<file path="config.mk">
export PLATFORM = sky130hd
export DESIGN_NAME = lsu_mem_master
export DESIGN_NICKNAME = d
export VERILOG_FILES = /design/src/rtl/lsu_mem_master.sv
export SDC_FILE = /design/constraint.sdc
export NUM_CORES = 1
export LEC_CHECK = 0
export BUFFER_PORTS_ARGS = -buffer_cell sky130_fd_sc_hd__buf_2
export CAP_MARGIN = 30
export CORE_ASPECT_RATIO = 0.7
export CORE_UTILIZATION = 45
export DETAILED_ROUTE_END_ITERATION = 12
export PLACE_DENSITY = 0.69
export SYNTH_ARGS = -nofsm -noshare
export SYNTH_HDL_FRONTEND = slang
export SYNTH_SLANG_ARGS = --single-unit
export TNS_END_PERCENT = 30
</file>
<file path="constraint.sdc">
create_clock -name clk -period 3.9 [get_ports clk]
set_input_delay 0.39 -clock clk [delete_from_list [all_inputs] [get_ports clk]]
set_output_delay 0.39 -clock clk [all_outputs]
set_load 0.01 [all_outputs]
</file>
<file path="src/rtl/lsu_mem_master.sv">
// lsu_mem_master: MEM-stage load/store initiator on a req/gnt + rvalid bus; accept->rsp is 3 cycles (aligned load) or 2 (aligned store).
// The pipeline stalls while req_ready=0 (every state but IDLE); `LSU_MISALIGN_SPLIT_EN splits misaligned accesses into two word beats.
module lsu_mem_master #(
  parameter int unsigned ADDR_W      = 32,
  parameter int unsigned TIMEOUT_CYC = 255
) (
  input  logic              clk,
  input  logic              reset,
  input  logic              req_valid,
  output logic              req_ready,
  input  logic              req_store,
  input  logic [2:0]        req_funct3,
  input  logic [ADDR_W-1:0] req_addr,
  input  logic [31:0]       req_wdata,
  output logic              rsp_valid,
  output logic [31:0]       rsp_rdata,
  output logic              rsp_err,
  output logic              mem_req,
  input  logic              mem_gnt,
  output logic              mem_we,
  output logic [3:0]        mem_be,
  output logic [ADDR_W-1:0] mem_addr,
  output logic [31:0]       mem_wdata,
  input  logic              mem_rvalid,
  input  logic [31:0]       mem_rdata
);
  typedef enum logic [1:0] {S_IDLE, S_REQ, S_WAIT, S_RESP} state_t;

  localparam int unsigned   CW      = (TIMEOUT_CYC < 2) ? 1 : $clog2(TIMEOUT_CYC);
  localparam logic [CW-1:0] TO_LAST = CW'((TIMEOUT_CYC == 0) ? 0 : TIMEOUT_CYC - 1);

  state_t        state;
  logic          st;
  logic [2:0]    f3;
  logic [1:0]    sh;
  logic [CW-1:0] cnt;
  logic          timeout_hit;

  logic [1:0]    off, sh_n;
  logic          is_h, is_w, legal, mis, bad;
  logic [3:0]    base, be0_n;
  logic [31:0]   rep, wd_n, ld_sh, ld_ext;

`ifdef LSU_MISALIGN_SPLIT_EN
  logic          two, beat;
  logic [3:0]    be1;
  logic [31:0]   lo_buf;
  logic [7:0]    be8;
  logic [63:0]   rot64, ld64;
`endif

  assign timeout_hit = (TIMEOUT_CYC != 0) && (cnt == TO_LAST);

  // Request decode: sh is the byte shift used for both lane placement and load extraction.
  always_comb begin
    off  = req_addr[1:0];
    is_h = (req_funct3[1:0] == 2'b01);
    is_w = (req_funct3[1:0] == 2'b10);
    case (req_funct3)
      3'b000, 3'b001, 3'b010: legal = 1'b1;
      3'b100, 3'b101:         legal = !req_store;
      default:                legal = 1'b0;
    endcase
    mis  = (is_h && off == 2'b11) || (is_w && off != 2'b00);
    sh_n = (is_h && !mis) ? {off[1], 1'b0} : off;
    base = is_w ? 4'b1111 : (is_h ? 4'b0011 : 4'b0001);
    rep  = is_w ? req_wdata : (is_h ? {2{req_wdata[15:0]}} : {4{req_wdata[7:0]}});
`ifdef LSU_MISALIGN_SPLIT_EN
    bad   = !legal;
    be8   = {4'b0000, base} << sh_n;
    be0_n = be8[3:0];
    rot64 = {rep, rep} << {sh_n, 3'b000};
    wd_n  = rot64[63:32];
`else
    bad   = !legal || mis;
    be0_n = base << sh_n;
    wd_n  = rep;
`endif
  end

  // Load path: beat-1 word sits above beat-0 word so one shift reassembles little-endian bytes.
  always_comb begin
`ifdef LSU_MISALIGN_SPLIT_EN
    ld64  = beat ? {mem_rdata, lo_buf} : {32'h0, mem_rdata};
    ld_sh = 32'(ld64 >> {sh, 3'b000});
`else
    ld_sh = mem_rdata >> {sh, 3'b000};
`endif
    case (f3)
      3'b000:  ld_ext = {{24{ld_sh[7]}}, ld_sh[7:0]};
      3'b001:  ld_ext = {{16{ld_sh[15]}}, ld_sh[15:0]};
      3'b100:  ld_ext = {24'h0, ld_sh[7:0]};
      3'b101:  ld_ext = {16'h0, ld_sh[15:0]};
      default: ld_ext = ld_sh;
    endcase
  end

  always_ff @(posedge clk or posedge reset) begin
    if (reset) begin
      state     <= S_IDLE;
      req_ready <= 1'b1;
      rsp_valid <= 1'b0;
      rsp_rdata <= 32'h0;
      rsp_err   <= 1'b0;
      mem_req   <= 1'b0;
      mem_we    <= 1'b0;
      mem_be    <= 4'h0;
      mem_addr  <= '0;
      mem_wdata <= 32'h0;
      st        <= 1'b0;
      f3        <= 3'h0;
      sh        <= 2'h0;
      cnt       <= '0;
`ifdef LSU_MISALIGN_SPLIT_EN
      two       <= 1'b0;
      beat      <= 1'b0;
      be1       <= 4'h0;
      lo_buf    <= 32'h0;
`endif
    end else begin
      case (state)
        S_IDLE: begin
          if (req_valid && req_ready) begin
            req_ready <= 1'b0;
            st        <= req_store;
            f3        <= req_funct3;
            sh        <= sh_n;
            cnt       <= '0;
            mem_we    <= req_store;
            mem_be    <= be0_n;
            mem_addr  <= {req_addr[ADDR_W-1:2], 2'b00};
            mem_wdata <= wd_n;
`ifdef LSU_MISALIGN_SPLIT_EN
            two       <= (be8[7:4] != 4'h0);
            beat      <= 1'b0;
            be1       <= be8[7:4];
`endif
            if (bad) begin
              state     <= S_RESP;
              rsp_valid <= 1'b1;
              rsp_err   <= 1'b1;
              rsp_rdata <= 32'h0;
            end else begin
              state   <= S_REQ;
              mem_req <= 1'b1;
            end
          end
        end
        S_REQ: begin
          if (mem_gnt) begin
            mem_req <= 1'b0;
            cnt     <= '0;
            if (!st) begin
              state <= S_WAIT;
            end
`ifdef LSU_MISALIGN_SPLIT_EN
            else if (two && !beat) begin
              beat     <= 1'b1;
              mem_req  <= 1'b1;
              mem_be   <= be1;
              mem_addr <= mem_addr + ADDR_W'(4);
            end
`endif
            else begin
              state     <= S_RESP;
              rsp_valid <= 1'b1;
              rsp_err   <= 1'b0;
              rsp_rdata <= 32'h0;
            end
          end else if (timeout_hit) begin
            mem_req   <= 1'b0;
            state     <= S_RESP;
            rsp_valid <= 1'b1;
            rsp_err   <= 1'b1;
            rsp_rdata <= 32'h0;
          end else begin
            cnt <= cnt + CW'(1);
          end
        end
        S_WAIT: begin
          if (mem_rvalid) begin
            cnt <= '0;
`ifdef LSU_MISALIGN_SPLIT_EN
            if (two && !beat) begin
              lo_buf   <= mem_rdata;
              beat     <= 1'b1;
              mem_req  <= 1'b1;
              mem_be   <= be1;
              mem_addr <= mem_addr + ADDR_W'(4);
              state    <= S_REQ;
            end else
`endif
            begin
              state     <= S_RESP;
              rsp_valid <= 1'b1;
              rsp_err   <= 1'b0;
              rsp_rdata <= ld_ext;
            end
          end else if (timeout_hit) begin
            state     <= S_RESP;
            rsp_valid <= 1'b1;
            rsp_err   <= 1'b1;
            rsp_rdata <= 32'h0;
          end else begin
            cnt <= cnt + CW'(1);
          end
        end
        default: begin
          rsp_valid <= 1'b0;
          rsp_err   <= 1'b0;
          rsp_rdata <= 32'h0;
          req_ready <= 1'b1;
          state     <= S_IDLE;
        end
      endcase
    end
  end
endmodule
</file>
==> results.ini <==
[status]
status=finished, final reports clean

[sta]
period_minus_slack_ns=2.68
max-slew-margin-rel_pct=38.9
tns_ns=0
tightestPinTransition_ns=0.917
fin_ws_ns=1.22
drv_slew=0
setup-violations-final=0
grt_setup_unrepaired=no
fin_crit_sh_pct=68.8
clock.fmax_mhz=372
fin_skew_ns=0.00979
finalHoldViolCount=0

[cts]
htreeDepth=4
cts_buffer_depth=2
post_cts_resized=0
clk_pin_slew_ns=0.06
clock-sinks=118
insertion_delay_ns=0.41
cts_tree=done
root_buffer=clkbuf_16
cts_setup_buffers=0
cts_buffers=17
hold_buffers=0

[global_route]
antenna_found_initial=2
grt-busiest-layer=met2
grt_pass1_vias=5391
grt_start_max_net_pins=78
grt.total_usage_pct=25.6
met3_usage_pct=7.60
grtUsageMet1_pct=34.9
overflow=0
use_met2_pct=38.9
grt_pass1_wl_um=28100

[critical_path]
cp_top_family=simple AND/OR/NAND/NOR gates
cp_slowest_stage_delay_ns=0.64
critPathBufInv=2
critical_path_class=reg2reg
arrival_ns=3.00
crit_path_end_kind=flip-flop
worstPathCellList=inv_1 -> ha_1 -> a21bo_2 -> nand2_4 -> buf_4 -> nand2_1 -> o31ai_1
worstPathMaxFanout=77
critPathLaunchType=flip-flop
required_ns=4.21
cpMaxStageDelayCell=nand2_4

[logic_synthesis]
syn-instance-count=600
synth_cell_type_count=52
yosys_warnings=0
synth.area.top_cells=dfrtp_1, mux2_2, mux2i_1, nand2_1, nor2b_1
yosys.cell_count.top_type=dfrtp_1
syn-cell-area_um2=6260
syn_area_per_cell_um2=10.4
synth_ff_type=dfrtp_1
ys_top_cells_by_count=dfrtp_1, nand2_1, mux2_2
synth_top_cell_area_share_pct=46.8
synth-seq-cells=118
ys_seq_area_share_pct=47.2
yosysTopAreaCell=dfrtp_1
synthArstFlopShare_pct=100
synth-edff-count=0

[layout]
fill_cells=1152
nets=909
areaGrowthSynthToFinish_pct=28.2
drive_gt1_share_pct=38.0
seq_area_um2=2950
multiInputGateArea_um2=3060
diodes=0

[floorplanning]
initial_core_util_pct=46.9
fp.dieArea_um2=14400
pin_count=210
die_w_um=143
rows=35
core_area_um2=13400
die_h_um=101

[power_and_ir_drop]
p_comb_share_pct=43.8
power.total_mw=6.70
swShare_pct=40.1
intPower_mw=4.01
p_seq_share_pct=32.4
p_per_area_nw_per_um2=834
clock_power_share_pct=23.8
p_switching_mw=2.69
peakVddDrop_uv=404
p_leak_nw=3.94

[routing]
vias=5596
antenna_left=0
drtIter0Drc=416
drt-wirelength-per-cell_um=18.3
routed_via_density=5.64
drt_first_pass_iters=5
wl_um=18100
route.detailed.drc=0

[place]
place_ws_ns=0.876
hpwl_um=13300
io_buffers=207
gp_congestion=0.838

[worst_hold_path]
hp-class=in2async

[flow_run]
drv_cap=0

power by group through the flow:
| stage | Sequential (mW) | Combinational [mW] | Clock, mW |
|---|---|---|---|
| 5_1_grt | 2.24 | 3.21 | 1.68 |
| 2_1_floorplan | 2.30 | 1.79 | 0 |
| 3_5_place_dp | 2.18 | 2.92 | 0 |
| 6_report | 2.17 | 2.93 | 1.59 |
| 4_1_cts | 2.16 | 2.93 | 1.62 |
| 3_3_place_gp | 2.14 | 2.83 | 0 |
final timing paths:
check	start	to	slack, ns	cells past startpoint
setup reg to reg	state[1]	mem_wdata[26]	1.22	7
hold reg to reg	mem_wdata[24]	mem_wdata[24]	0.47	2
max in group asynchronous	reset	req_ready	2.85	3
min in group clk	req_addr[17]	mem_addr[17]	0.21	2
setup / recovery	state[1]	mem_wdata[26]	1.22	7
hold / removal	reset	mem_addr[8]	0.09	2
layout by cell type (no fill, tap or decap), types with 16 or more instances in the layout:
| cell | Yosys | routed |
|---|---|---|
| nor2_1 | 22 | 22 |
| dfrtp_1 | 117 | 117 |
| o21ai_0 | 28 | 28 |
| o2bb2ai_1 | 16 | 16 |
| mux2_2 | 42 | 42 |
| nor2b_1 | 32 | 32 |
| clkbuf_16 | 0 | 17 |
| o31ai_1 | 22 | 22 |
| nand2_1 | 61 | 60 |
| a21oi_1 | 22 | 22 |
| mux2i_1 | 27 | 27 |
| buf_2 | 9 | 207 |
sequential cells by signal (all words and copies together), names as in the netlist:
name and flops:
mem_wdata 32, rsp_rdata 32, mem_addr 30, cnt 8, mem_be 4, f3 3, sh 2, state 2
mem_req 1, req_ready 1, rsp_err 1, rsp_valid 1, st 1
worst reg2reg max path, cell delays in order, from the launching register on:
cell	delay [ns]
dfrtp_1	0.45
inv_1	0.12
ha_1	0.52
a21bo_2	0.36
nand2_4	0.64
buf_4	0.35
nand2_1	0.08
o31ai_1	0.07
per-stage QoR:
stage | std cells | area, µm² | utilization [%] | hold slack (ns)
after floorplan | 601 | 6270 | - | 0.482
after global placement | 958 | 7400 | 55.4 | 0.456
after detailed placement | 959 | 7410 | 55.5 | 0.461
after CTS | 991 | 8020 | 60.0 | 0.103
after global routing | 992 | 8030 | 60.1 | 0.133
final | 992 | 8030 | 60.1 | 0.0889
cells by family after synthesis:
kind of cell    synth area share [%]
buf+inv                         4.14
fa+ha+maj                       2.00
simple gates                    12.8
other cells                   0.0599
compound gates                  21.3
mux                             12.6
flops                           47.2
layer usage:
layer / vias up / wire length, µm
li1: 2610 / -
met1: 2698 / 8220
met2: 267 / 8170
met3: 19 / 1510
met4: 2 / 232
met5: - / 8
final cells by class:
type / count / area share, %
Timing Repair Buffer: 220 / 14.2
Sequential cell: 118 / 36.8
Clock buffer: 18 / 5.47
Clock inverter: 14 / 2.06
Inverter: 10 / 0.499
Tap cell: 185 / 2.88
Multi-Input combinational cell: 427 / 38.1
Note: power is estimated with default switching activity, not from simulation.
